## config.mk

```make
export PLATFORM = sky130hd
export DESIGN_NAME = id_issue_ctrl
export DESIGN_NICKNAME = d
export VERILOG_FILES = /design/src/rtl/id_issue_ctrl.sv
export SDC_FILE = /design/constraint.sdc
export NUM_CORES = 1
export LEC_CHECK = 0
export CORE_UTILIZATION = 45
export DETAILED_ROUTE_END_ITERATION = 10
export PLACE_DENSITY = 0.67
export SETUP_SLACK_MARGIN = 0.1
export SLEW_MARGIN = 20
export SYNTH_ARGS = -nofsm -noshare
export SYNTH_HDL_FRONTEND = slang
export SYNTH_SLANG_ARGS = --single-unit
```

## constraint.sdc

```tcl
create_clock -name clk -period 5 [get_ports clk]
set_input_delay 1.25 -clock clk [delete_from_list [all_inputs] [get_ports clk]]
set_output_delay 1.25 -clock clk [all_outputs]
set_load 0.02 [all_outputs]
```

## src/rtl/id_issue_ctrl.sv

```systemverilog
// id_issue_ctrl: decode-stage issue/stall control with a per-register pending-write scoreboard and drain handshake.
// Optional stall cycle counter (stall_cnt_o, stall_cnt_clr) is built when ISSUE_CTRL_STALL_CNT_EN is defined.
module id_issue_ctrl #(
    parameter int ADDR_W   = 4,
    parameter int NUM_REGS = 16,
    parameter int CNT_W    = 2
) (
    input  logic              clk,
    input  logic              rst_n,
    input  logic              id_valid,
    input  logic              id_reg1_read,
    input  logic [ADDR_W-1:0] id_reg1_addr,
    input  logic              id_reg2_read,
    input  logic [ADDR_W-1:0] id_reg2_addr,
    input  logic              id_wreg,
    input  logic [ADDR_W-1:0] id_wd,
    input  logic              ex_ready,
    input  logic              wb_wreg,
    input  logic [ADDR_W-1:0] wb_wd,
    input  logic              drain_req,
`ifdef ISSUE_CTRL_STALL_CNT_EN
    input  logic              stall_cnt_clr,
    output logic [15:0]       stall_cnt_o,
`endif
    output logic              issue_o,
    output logic              stall_o,
    output logic              drain_ack,
    output logic              busy_o,
    output logic              err_o
);
    typedef enum logic [1:0] {RUN, DRAIN, HOLD} state_t;
    localparam logic [CNT_W-1:0] CNT_MAX = '1;
    state_t              r_state;
    logic                r_drain_ack;
    logic                r_err;
    logic [CNT_W-1:0]    r_cnt [NUM_REGS];
    logic [NUM_REGS-1:0] w_inc;
    logic [NUM_REGS-1:0] w_dec;
    logic                w_busy;
    logic                w_hazard;
    // Hazards look only at registered counts: a same-cycle writeback has not reached the regfile yet.
    assign w_hazard = (id_reg1_read && r_cnt[id_reg1_addr] != '0)
                    || (id_reg2_read && r_cnt[id_reg2_addr] != '0)
                    || (id_wreg && r_cnt[id_wd] == CNT_MAX);
    assign issue_o   = rst_n && id_valid && ex_ready && !w_hazard && r_state == RUN;
    assign stall_o   = rst_n && id_valid && !issue_o;
    assign drain_ack = r_drain_ack;
    assign busy_o    = w_busy;
    assign err_o     = r_err;
    always_comb begin
        w_inc = '0;
        w_dec = '0;
        w_busy = 1'b0;
        w_inc[id_wd] = issue_o && id_wreg;
        w_dec[wb_wd] = wb_wreg && r_cnt[wb_wd] != '0;
        for (int r = 0; r < NUM_REGS; r++) w_busy = w_busy | (r_cnt[r] != '0);
    end
    always_ff @(posedge clk or negedge rst_n) begin
        if (!rst_n) begin
            for (int r = 0; r < NUM_REGS; r++) r_cnt[r] <= '0;
            r_err <= 1'b0;
        end else begin
            for (int r = 0; r < NUM_REGS; r++) begin
                if (w_inc[r] && !w_dec[r]) r_cnt[r] <= r_cnt[r] + 1'b1;
                else if (w_dec[r] && !w_inc[r]) r_cnt[r] <= r_cnt[r] - 1'b1;
            end
            if (wb_wreg && r_cnt[wb_wd] == '0) r_err <= 1'b1;
        end
    end
    always_ff @(posedge clk or negedge rst_n) begin
        if (!rst_n) begin
            r_state     <= RUN;
            r_drain_ack <= 1'b0;
        end else begin
            case (r_state)
                RUN: if (drain_req) r_state <= DRAIN;
                DRAIN: begin
                    if (!drain_req) r_state <= RUN;
                    else if (!w_busy) begin
                        r_state     <= HOLD;
                        r_drain_ack <= 1'b1;
                    end
                end
                HOLD: begin
                    if (!drain_req) begin
                        r_state     <= RUN;
                        r_drain_ack <= 1'b0;
                    end
                end
                default: begin
                    r_state     <= RUN;
                    r_drain_ack <= 1'b0;
                end
            endcase
        end
    end
`ifdef ISSUE_CTRL_STALL_CNT_EN
    logic [15:0] r_stall_cnt;
    assign stall_cnt_o = r_stall_cnt;
    always_ff @(posedge clk or negedge rst_n) begin
        if (!rst_n) r_stall_cnt <= '0;
        else if (stall_cnt_clr) r_stall_cnt <= '0;
        else if (stall_o && r_stall_cnt != 16'hFFFF) r_stall_cnt <= r_stall_cnt + 16'd1;
    end
`endif
endmodule

```

==> impl_metrics.py <==
metrics = {
    "min_path": {
        "hold_path_class": "reg2reg",
        "timing.hold.worst.start": "err_o",
        "worstHoldPathCells": 1,
        "hold_path_end": "err_o",
    },
    "clocking": {
        "path_clk_slew_ns": 0.08,
        "post-cts-setup-buffers": 0,
        "clock_tree.buffer_depth": 2,
        "cts_max_level": 2,
        "cts_inserted_buffers": 5,
        "tritoncts": "done",
        "clkLatencyLatePin_ns": 0.29,
        "cts_num_sinks": 36,
        "ctsRootBufferMaster": "clkbuf_8",
    },
    "synthesis": {
        "post_synth_instance_area_sq_um": 2960,
        "post_synth_inst_count": 292,
        "synth-seq-area-share_pct": 30.4,
        "synth_cell_types": 44,
        "yosysWarningCount": 0,
        "synth_nets": 333,
        "postSynthAreaPerCell_sq_um": 10.1,
        "synth_seq_cells": 36,
    },
    "critical_path": {
        "critical_path.max_fanout": 6,
        "worst_ep_required_time_ns": 3.75,
        "ff2ff_setup_slack_ns": 1.90,
        "worstReg2RegStart": "r_cnt[9]",
        "r2r-end": "r_cnt[25]",
        "critical_path.startpoint_type": "primary input",
        "critical_path_class": "in2out",
        "endpoint_kind": "output pin",
        "worstRegToRegCells": 10,
        "worst_ep_arrival_time_ns": 3.50,
    },
    "global_routing": {
        "all_layer_gr_usage_pct": 25.4,
        "grt_overflow_total": 0,
        "pin_count_of_the_biggest_net_entering_global_routing": 37,
        "grt_antenna_before_repair": 0,
        "grt_pass1_wl_mm": 13.6,
        "first_global_vias": 2581,
    },
    "placed_design": {
        "place_worst_setup_slack_ns": -0.0613,
        "dp.cells": 401,
        "place_hpwl_mm": 6.31,
        "dpl_cell_area_sq_um": 3370,
        "gp_routability_congestion": 0.947,
        "io_buffers": 29,
    },
    "power_and_ir_drop": {
        "static-leakage-power_nw": 1.45,
        "power.density_cell_area_nw_per_um2": 437,
        "p_total_mw": 1.52,
        "worst_ir_drop_vdd_v": 0.000245,
    },
    "detailed_routing": {
        "post_drt_wl_per_cell_microns": 20.2,
        "detail_route.wirelength_mm": 8.25,
        "avgViaCountPerCell": 6.07,
        "dr.first_iter.drc_count": 261,
        "route.vias.total": 2482,
        "dr.pass1.iters": 4,
        "antenna_violating_nets_post_route": 0,
        "drc": 0,
    },
    "layout": {
        "diodes": 0,
        "area_growth_pct": 17.5,
        "design_area_sq_um": 3480,
        "final_nets": 372,
        "mostFrequentLayoutCell": "nor2_1",
        "finish.cell_count_without_fillers": 409,
        "final_layout_size_suffix_gt1_share_pct": 16.9,
        "layout.cells.most_common_list": "nor2_1, dfrtp_1, xor2_1",
    },
    "floorplan": {
        "die_height_microns": 83.1,
        "fp.dieArea_sq_um": 6900,
        "cell_row_count": 29,
        "pin_count": 30,
        "core_sq_um": 6350,
        "start_util_pct": 46.6,
        "die_w_microns": 83.1,
    },
    "sta": {
        "hold_viol_final": 0,
        "timing.final.crit_share_pct": 95.1,
        "timing_worst_slew_pin_value_ns": 0.699,
        "layout_min_cycle_time_ns": 4.75,
        "skew_ns": 0.00757,
        "hold_slack_ns": 0.459,
        "timing.fmax_mhz": 210,
        "relSlewSlack_pct": 53.0,
        "final-setup-viol-count": 0,
        "final-max-slew-violation-count": 0,
        "fin_ws_ns": 0.246,
        "grt_setup_unrepaired": "false",
    },
    "flow_run": {
        "maxCapViolations": 0,
    },
    "outcome": {
        "status": "complete, no violations",
    },
}
[metrics by stage]
step,TNS [ns],utilization (%)
finish,0,54.7
global route,0,54.7
CTS,0,54.8
detailed placement,-0.108,53.1
global placement,-0.0626,53.1
floorplan,0,-
[metal layers]
layer	GRT usage, %	vias up	wire length, microns
met2	38.4	118	3730
met4	11.8	0	295
li1	-	1144	-
met1	33.4	1199	3450
met3	7.85	21	771
met5	0	-	0
[cell usage after synthesis, drive strengths merged]
library cell | count | area share [%]
clkbuf | 6 | 0.76
nand3b | 3 | 0.76
nand2 | 21 | 2.7
o2bb2ai | 1 | 0.30
and3 | 1 | 0.21
mux2i | 5 | 1.7
xor2 | 32 | 9.5
nor3b | 3 | 0.76
nand4 | 6 | 1.3
nor4b | 1 | 0.30
nor2 | 41 | 5.2
a21oi | 2 | 0.34
nor4 | 23 | 6.8
inv | 4 | 0.51
a22oi | 2 | 0.68
or3 | 1 | 0.21
o21ai | 1 | 0.17
a221o | 1 | 0.34
buf | 10 | 3.0
o311ai | 1 | 0.30
and2 | 1 | 0.21
a32o | 1 | 0.34
a211oi | 2 | 0.51
xnor2 | 16 | 4.7
nor3 | 6 | 1.0
nand3 | 15 | 2.5
o311a | 1 | 0.34
o22ai | 2 | 0.42
nor2b | 8 | 1.7
mux4 | 17 | 13
ha | 16 | 6.8
a311o | 1 | 0.34
a221oi | 1 | 0.89
dfrtp | 36 | 30
o211ai | 1 | 0.25
a21o | 2 | 0.51
a31oi | 1 | 0.21
[worst max-delay path, stage by stage]
cell and delay (ns):
clkdlybuf4s50_1 0.45, buf_4 0.16, mux4_2 0.52, a22oi_2 0.17, nand3_1 0.10, a32o_1 0.27
nor3_1 0.22, dlygate4sd2_1 0.36
[sequential cells by signal, summed over array words and instances (netlist names)]
name	flops
drain_ack	1
err_o	1
r_cnt	32
r_state	2
[cell families after synthesis]
family                     after synthesis  synth area share [%]
AOI/OAI and AO/OA                       20                  5.92
xor gates and xnor gates                48                  14.2
and+or+nand+nor                        130                  23.6
DFF                                     36                  30.4
muxes                                   22                  14.8
buffers and inverters                   20                  4.31
adders and majority gates               16                  6.77
[report_power, final]
group	internal [mW]	leakage (nW)	total, mW	switching [mW]
combinational	0.323	0.948	0.616	0.293
sequential	0.410	0.447	0.638	0.228
clock	0.148	0.0541	0.266	0.119
[worst max path at each step]
stage / end / slack, ns / from
floorplan: issue_o / 0.63 / id_wd[1]
global placement: stall_o / -0.04 / id_wd[0]
detailed placement: stall_o / -0.06 / id_wd[0]
CTS: stall_o / 0.16 / id_wd[0]
global route: issue_o / 0.14 / id_wd[0]
finish: issue_o / 0.25 / id_wd[0]
[cell type report]
class                   instances  area, sq um
multi-input cells             236         1930
repair buffers                 48          422
clock buffers                   5         68.8
fillers                       554         2870
flip-flops and latches         36          901
inverters                       4         15.0
well taps                      77         96.3
clock inverters                 3         42.5
[repair_timing]
item	in CTS	in global routing
setup endpoints to repair	2	1
hold buffers	0	0
gates resized for setup	2	2
(Power assumes the default switching activity.)
